**src/rtl/alu_pipe.sv**
```systemverilog
// ---------------------------------------------------------------------------
// alu_pipe -- two-stage pipelined ALU with valid/ready handshaking.
//
// Stage S1 captures an accepted operation (operands + opcode). The ALU
// evaluates combinationally from S1. Stage S2 holds the registered result
// and flags presented to the consumer. The pipeline runs at one operation
// per cycle and stalls cleanly under output backpressure.
//
// Parameters
//   WIDTH     operand/result width (4..32)
//   SHW       shift-amount field width, derived from WIDTH (do not override)
//
// Ports
//   clk        in   rising-edge clock
//   rst        in   asynchronous active-high reset
//   in_valid   in   operation presented
//   in_ready   out  operation accepted when in_valid & in_ready at clk edge
//   a, b       in   operands [WIDTH-1:0]
//   opcode     in   000 ADD, 001 SUB, 010 AND, 011 OR, 100 XOR, 101 NOT a,
//                   110 SHL a by b[SHW-1:0], 111 SHR (logical) a by b[SHW-1:0]
//   out_valid  out  result presented
//   out_ready  in   result consumed when out_valid & out_ready at clk edge
//   result     out  registered result [WIDTH-1:0]
//   flags      out  registered {carry, zero, negative, overflow}
//
// Build option
//   ALU_PIPE_SAT_EN  when defined, ADD clamps to all-ones on carry-out and
//                    SUB clamps to zero on borrow; carry/overflow still
//                    report the unclamped condition.
// ---------------------------------------------------------------------------
module alu_pipe #(
    parameter int WIDTH = 8,
    parameter int SHW   = $clog2(WIDTH)
) (
    input  logic             clk,
    input  logic             rst,
    input  logic             in_valid,
    output logic             in_ready,
    input  logic [WIDTH-1:0] a,
    input  logic [WIDTH-1:0] b,
    input  logic [2:0]       opcode,
    output logic             out_valid,
    input  logic             out_ready,
    output logic [WIDTH-1:0] result,
    output logic [3:0]       flags
);

    typedef enum logic [2:0] {
        OP_ADD = 3'b000,
        OP_SUB = 3'b001,
        OP_AND = 3'b010,
        OP_OR  = 3'b011,
        OP_XOR = 3'b100,
        OP_NOT = 3'b101,
        OP_SHL = 3'b110,
        OP_SHR = 3'b111
    } op_e;

    // Stage S1: accepted operation
    logic             r_s1_valid;
    logic [WIDTH-1:0] r_s1_a;
    logic [WIDTH-1:0] r_s1_b;
    op_e              r_s1_op;

    // Stage S2: result presented downstream
    logic             r_s2_valid;
    logic [WIDTH-1:0] r_result;
    logic [3:0]       r_flags;

    // Handshake
    logic             w_advance;
    logic             w_in_ready;

    // ALU datapath
    logic [SHW-1:0]   w_sh;
    logic [WIDTH:0]   w_sum;
    logic [WIDTH:0]   w_diff;
    logic [WIDTH:0]   w_shl;
    logic [WIDTH:0]   w_shr;
    logic [WIDTH-1:0] w_alu_res;
    logic             w_carry;
    logic             w_ovf;
    logic             w_zero;
    logic             w_neg;
    logic [3:0]       w_alu_flags;

    // S2 can take a new value when it is empty or its content leaves this
    // cycle; S1 can take a new op when it is empty or it moves into S2.
    assign w_advance  = !r_s2_valid || out_ready;
    assign w_in_ready = !r_s1_valid || w_advance;

    // Extra MSB on add/sub captures carry/borrow. For shifts, the extra bit
    // sits on the side bits leave from, so it ends up holding the last bit
    // shifted out (and 0 when the amount is 0).
    assign w_sh   = r_s1_b[SHW-1:0];
    assign w_sum  = {1'b0, r_s1_a} + {1'b0, r_s1_b};
    assign w_diff = {1'b0, r_s1_a} - {1'b0, r_s1_b};
    assign w_shl  = {1'b0, r_s1_a} << w_sh;
    assign w_shr  = {r_s1_a, 1'b0} >> w_sh;

    always_comb begin
        // NOTE: every output of this block gets a default first so that no
        // path through the case statement can infer a latch.
        w_alu_res = '0;
        w_carry   = 1'b0;
        w_ovf     = 1'b0;
        unique case (r_s1_op)
            OP_ADD: begin
                w_alu_res = w_sum[WIDTH-1:0];
                w_carry   = w_sum[WIDTH];
                // Same-sign operands producing an opposite-sign sum
                w_ovf     = (r_s1_a[WIDTH-1] == r_s1_b[WIDTH-1]) &&
                            (w_sum[WIDTH-1] != r_s1_a[WIDTH-1]);
`ifdef ALU_PIPE_SAT_EN
                if (w_sum[WIDTH]) w_alu_res = '1;
`endif
            end
            OP_SUB: begin
                w_alu_res = w_diff[WIDTH-1:0];
                w_carry   = w_diff[WIDTH];   // borrow: a < b unsigned
                // Opposite-sign operands producing a difference whose sign
                // differs from the minuend
                w_ovf     = (r_s1_a[WIDTH-1] != r_s1_b[WIDTH-1]) &&
                            (w_diff[WIDTH-1] != r_s1_a[WIDTH-1]);
`ifdef ALU_PIPE_SAT_EN
                if (w_diff[WIDTH]) w_alu_res = '0;
`endif
            end
            OP_AND: w_alu_res = r_s1_a & r_s1_b;
            OP_OR:  w_alu_res = r_s1_a | r_s1_b;
            OP_XOR: w_alu_res = r_s1_a ^ r_s1_b;
            OP_NOT: w_alu_res = ~r_s1_a;
            OP_SHL: begin
                w_alu_res = w_shl[WIDTH-1:0];
                w_carry   = w_shl[WIDTH];
            end
            OP_SHR: begin
                w_alu_res = w_shr[WIDTH:1];
                w_carry   = w_shr[0];
            end
            default: begin
                w_alu_res = '0;
                w_carry   = 1'b0;
                w_ovf     = 1'b0;
            end
        endcase
    end

    // Zero and negative follow the final (possibly clamped) result
    assign w_zero      = (w_alu_res == '0);
    assign w_neg       = w_alu_res[WIDTH-1];
    assign w_alu_flags = {w_carry, w_zero, w_neg, w_ovf};

    // Control state and the visible outputs are reset
    always_ff @(posedge clk or posedge rst) begin
        if (rst) begin
            r_s1_valid <= 1'b0;
            r_s2_valid <= 1'b0;
            r_result   <= '0;
            r_flags    <= '0;
        end else begin
            // NOTE: non-blocking assignments keep every register sampling
            // pre-edge values, so the simultaneous S1 refill and S1->S2
            // move below neither drop nor duplicate an op.
            if (w_in_ready) begin
                r_s1_valid <= in_valid;
            end
            if (w_advance) begin
                r_s2_valid <= r_s1_valid;
                if (r_s1_valid) begin
                    r_result <= w_alu_res;
                    r_flags  <= w_alu_flags;
                end
            end
        end
    end

    // NOTE: S1 operand/opcode registers carry no reset; they are only ever
    // observed through r_s1_valid, which is reset above.
    always_ff @(posedge clk) begin
        if (w_in_ready && in_valid) begin
            r_s1_a  <= a;
            r_s1_b  <= b;
            r_s1_op <= op_e'(opcode);
        end
    end

    assign in_ready  = w_in_ready;
    assign out_valid = r_s2_valid;
    assign result    = r_result;
    assign flags     = r_flags;

endmodule

```
**config.mk**
```make
export PLATFORM = sky130hd
export DESIGN_NAME = alu_pipe
export DESIGN_NICKNAME = d
export VERILOG_FILES = /design/src/rtl/alu_pipe.sv
export SDC_FILE = /design/constraint.sdc
export NUM_CORES = 1
export LEC_CHECK = 0
export BUFFER_PORTS_ARGS = -buffer_cell sky130_fd_sc_hd__buf_4
export CAP_MARGIN = 20
export CORE_MARGIN = 2
export CORE_UTILIZATION = 64
export DETAILED_ROUTE_END_ITERATION = 10
export PLACE_DENSITY = 0.85
export RECOVER_POWER = 25
export SLEW_MARGIN = 20
export SYNTH_ARGS = -nofsm -noshare
export SYNTH_HDL_FRONTEND = slang
export SYNTH_SLANG_ARGS = --single-unit
export TNS_END_PERCENT = 1
```
**constraint.sdc**
```tcl
create_clock -name clk -period 8.5 [get_ports clk]
set_input_delay 1.7 -clock clk [delete_from_list [all_inputs] [get_ports clk]]
set_output_delay 1.7 -clock clk [all_outputs]
set_load 0.03 [all_outputs]
```
## Yosys cells after proc, flatten, opt, wreduce, memory -nomap -nowiden

Cells that the tools add are included.

- Flip-flop bits (word level): 33
- Latch bits: 0
- Bits in writable memories: 0
- ROM bits: 0
- Memories kept: 0

- $add $sub $neg: 2
- Multipliers: 0
- Divide/modulo/power cells: 0
- $lt $le $gt $ge: 0
- Eq/ne operators: 11
- Shift operators: 2
- Multiplexer cells: 3
- Bitwise logic cells: 4
- Reductions and logical operators: 10

Operators by type and width:

| kind | number |
|---|---|
| $pmux 8 s8 | 1 |
| $eq 3x3->1 const B | 4 |
| $add 8x8->9 | 1 |
| $shl 8x3->9 | 1 |
| $shr 9x3->9 | 1 |
| $sub 8x8->9 | 1 |
| $and 8x8->8 | 1 |
| $logic_not 8->1 | 1 |
| $not 8->8 | 1 |
| $or 8x8->8 | 1 |
| $xor 8x8->8 | 1 |
| $eq 3x2->1 const B | 2 |
| $pmux 1 s4 | 1 |
| $eq 3x1->1 const B | 1 |
| $logic_and 1x1->1 | 3 |
| $logic_not 3->1 | 1 |
| $ne 1x1->1 | 3 |
| $logic_not 1->1 | 2 |
| $logic_or 1x1->1 | 2 |
| $pmux 1 s2 | 1 |
| $reduce_and 2->1 | 1 |
| $eq 1x1->1 | 1 |

## Logic depth before layout (Yosys ltp)

- Depth in word-level cells: 4
- Gate-level depth with buffers: 11

## Worst setup path after synthesis

No wires, ideal clock.

- Kind: input to output
- Start point: input out_ready
- End point: output in_ready
- Data arrival time: 2.046 ns
- Required time: 6.800 ns
- Setup slack: 4.754 ns
- Stages: 1
- Cells stage by stage: nand3b_1

- Cells in the longest elaborated chain, start to end: 2

Ends and longest elaborated chain:

| item | RTL line | text |
|---|---|---|
| start, declared | 43 | `input logic out_ready,` |
| $logic_or 1x1->1 | 89 | `assign w_advance = !r_s2_valid \|\| out_ready;` |
| $logic_or 1x1->1 | 90 | `assign w_in_ready = !r_s1_valid \|\| w_advance;` |
| end, declared | 38 | `output logic in_ready,` |

No other way between the ends.

## Final worst setup path

Ends and elaborated chain as after synthesis.

==> flow_summary.json <==
{
  "outcome": "complete, no violations",
  "io_pins": 37,
  "fin_ws_ps": 4590,
  "startpoint_type": "input pin",
  "clkLatencyLatePin_ps": 300,
  "drt-total-wl_um": 7700,
  "power_density_nw_per_um2": 157,
  "maxCapViolCount": 0,
  "synth_seq_cells": 32,
  "cts_sinks": 32,
  "timing.final.crit_share_pct": 46.0,
  "ys.flop_type": "edfxtp_1",
  "hp-class": "reg -> reg",
  "core.rowCount": 25,
  "relSlewSlack_pct": 32.1,
  "peakVddDrop_mv": 0.130,
  "ys_types": 62,
  "seq_area_frac_synth_pct": 28.9,
  "multi_input_area_um2": 1990,
  "hold_ws_ps": 485,
  "place_area_um2": 3340,
  "post_cts_resized": 0,
  "synth.top_cells.by_area": "edfxtp_1 18%, ha_1 12%, dfrtp_1 11%",
  "grt.overflow.total": 0,
  "final_cell_area_um2": 3430,
  "p_leak_nw": 1.50,
  "regArea_um2": 896,
  "layout.nets": 415,
  "fillers": 378,
  "synth_edf_count": 19,
  "min_from": "result[1]",
  "wl_per_cell_um": 18.5,
  "grt_usage_pct": 29.8,
  "hold-path-cell-count": 2,
  "design.core.area_um2": 4690,
  "numPortBuffers": 36,
  "synth_area_leader_cell": "edfxtp_1",
  "antenna_left": 0,
  "finalMaxSlewViolations": 0,
  "async_reset_ff_share_pct": 40.6,
  "cts_hold_buf": 0,
  "crit_fanout": 3,
  "cp-end-kind": "primary output",
  "start_util_pct": 66.0,
  "final.min_clock_period_ps": 3910,
  "synth_area_um2": 3100,
  "synth_most_common_cell": "nor2_1",
  "numCtsBuffers": 5,
  "cp.arrival_ps": 2210,
  "globalplace.congestion": 1.03,
  "grt_pass1_wl_um": 12200,
  "drt_pass1_iterations": 5,
  "dp_hpwl_um": 5640,
  "rsz0062_at_grt": "false",
  "r2r_end": "flags[2]",
  "hold-path-endpoint": "result[1]",
  "ff2ff_path_depth": 9,
  "drive_above_1_share_pct": 19.6,
  "die_h_um": 73.6,
  "fmax_ghz": 0.256,
  "clkSlewWorstSetupHoldPaths_ps": 70,
  "cts_tree": "done",
  "grt_max_degree": 38,
  "place_ws_ps": 4610,
  "vias_per_cell": 6.73,
  "cts_buffer_depth": 2,
  "synth_cells": 336,
  "finalHoldViolations": 0,
  "grt_pass1_vias": 2558,
  "worst_slew_pin_slew_ps": 1020,
  "cts_root_buffer": "clkbuf_8",
  "crit_type": "in -> out",
  "antenna_found_initial": 0,
  "setup_violations": 0,
  "avgSynthCellArea_um2": 9.22,
  "drt_first_iter_violations": 416,
  "drc": 0,
  "worstReg2RegStart": "r_s1_b[2]",
  "synth.yosys.warnings": 0,
  "area_growth_pct": 10.9,
  "via_count": 2801,
  "cp_data_required_time_ps": 6800,
  "tns_ps": 0,
  "syn-num-nets": 390,
  "fin_skew_ps": 7.57,
  "synth_common_cells": "32 x nor2_1, 29 x ha_1, 27 x inv_1",
  "dieArea_um2": 5410,
  "synth_top_area_share_pct": 18.4,
  "fp.dieW_um": 73.6,
  "diodes": 0,
  "htree_levels": 2,
  "r2r_setup_slack_ps": 5090,
  "cts_setup_buffers": 0
}
[worst max-delay path: stages]
cell      delay, ps
buf_4           110
nand3b_1        200
buf_4           200
[kinds of logic after synthesis]
logic type | count (synthesis) | share of synthesized area [%]
AOI/OAI and AO/OA | 89 | 20.6
xor gates and xnor gates | 3 | 0.848
adders and majority gates | 31 | 13.0
buffers and inverters | 48 | 6.91
DFF | 32 | 28.9
muxes | 24 | 11.9
and+or+nand+nor | 109 | 17.9
[cell type report]
class,instances,area share [%]
well taps,54,1.97
multi-input cells,256,57.9
clock buffers,7,2.51
inverters,28,3.06
flip-flops and latches,32,26.1
repair buffers,38,8.31
clock inverters,1,0.182
[registers in the layout (all words and copies together), names as in the netlist]
name and count:
r_s1_a 8, result 7, flags 4, out_valid 1, r_s1_op 3, r_s1_b 8, r_s1_valid 1
[routing by layer]
metal / share of wire (%) / vias up / track usage (%)
met1: 42 / 1310 / 41.7
li1: - / 1279 / -
met3: 8.6 / 28 / 5.08
met2: 45 / 184 / 45.7
met5: 0 / - / 0
met4: 3.6 / 0 / 12.7
[power breakdown]
group          switching [mW]  internal (mW)  leakage, nW
Clock                  0.0600         0.0660       0.0488
Sequential             0.0219          0.185        0.341
Combinational           0.123         0.0839         1.11
[per-stage QoR]
stage | utilization, % | power [mW] | std cells
after floorplan | - | 0.354 | 336
after global placement | 71.2 | 0.407 | 408
after detailed placement | 71.2 | 0.413 | 408
after CTS | 73.2 | 0.536 | 416
after global routing | 73.2 | 0.562 | 416
final | 73.2 | 0.539 | 416
[cell usage in the layout, fill, tap and decap left out, types with 10 or more instances in the layout]
cell type | Yosys | routed
edfxtp_1 | 19 | 19
mux4_2 | 10 | 10
nand2_1 | 26 | 26
o21ai_0 | 13 | 13
a21oi_1 | 18 | 18
buf_4 | 3 | 19
nand2b_1 | 10 | 10
ha_1 | 29 | 29
nor2_1 | 32 | 32
clkbuf_4 | 0 | 19
mux2i_1 | 12 | 12
dfrtp_1 | 13 | 13
inv_1 | 27 | 27
[worst max-delay path by stage]
stage / start / to / slack [ps] / cells after the start
after global routing: out_ready / in_ready / 4580 / 3
after CTS: out_ready / in_ready / 4610 / 3
final: out_ready / in_ready / 4590 / 3
after floorplan: out_ready / in_ready / 4750 / 1
after detailed placement: out_ready / in_ready / 4610 / 3
after global placement: out_ready / in_ready / 4640 / 3
Note: power is estimated with default switching activity, not from simulation.
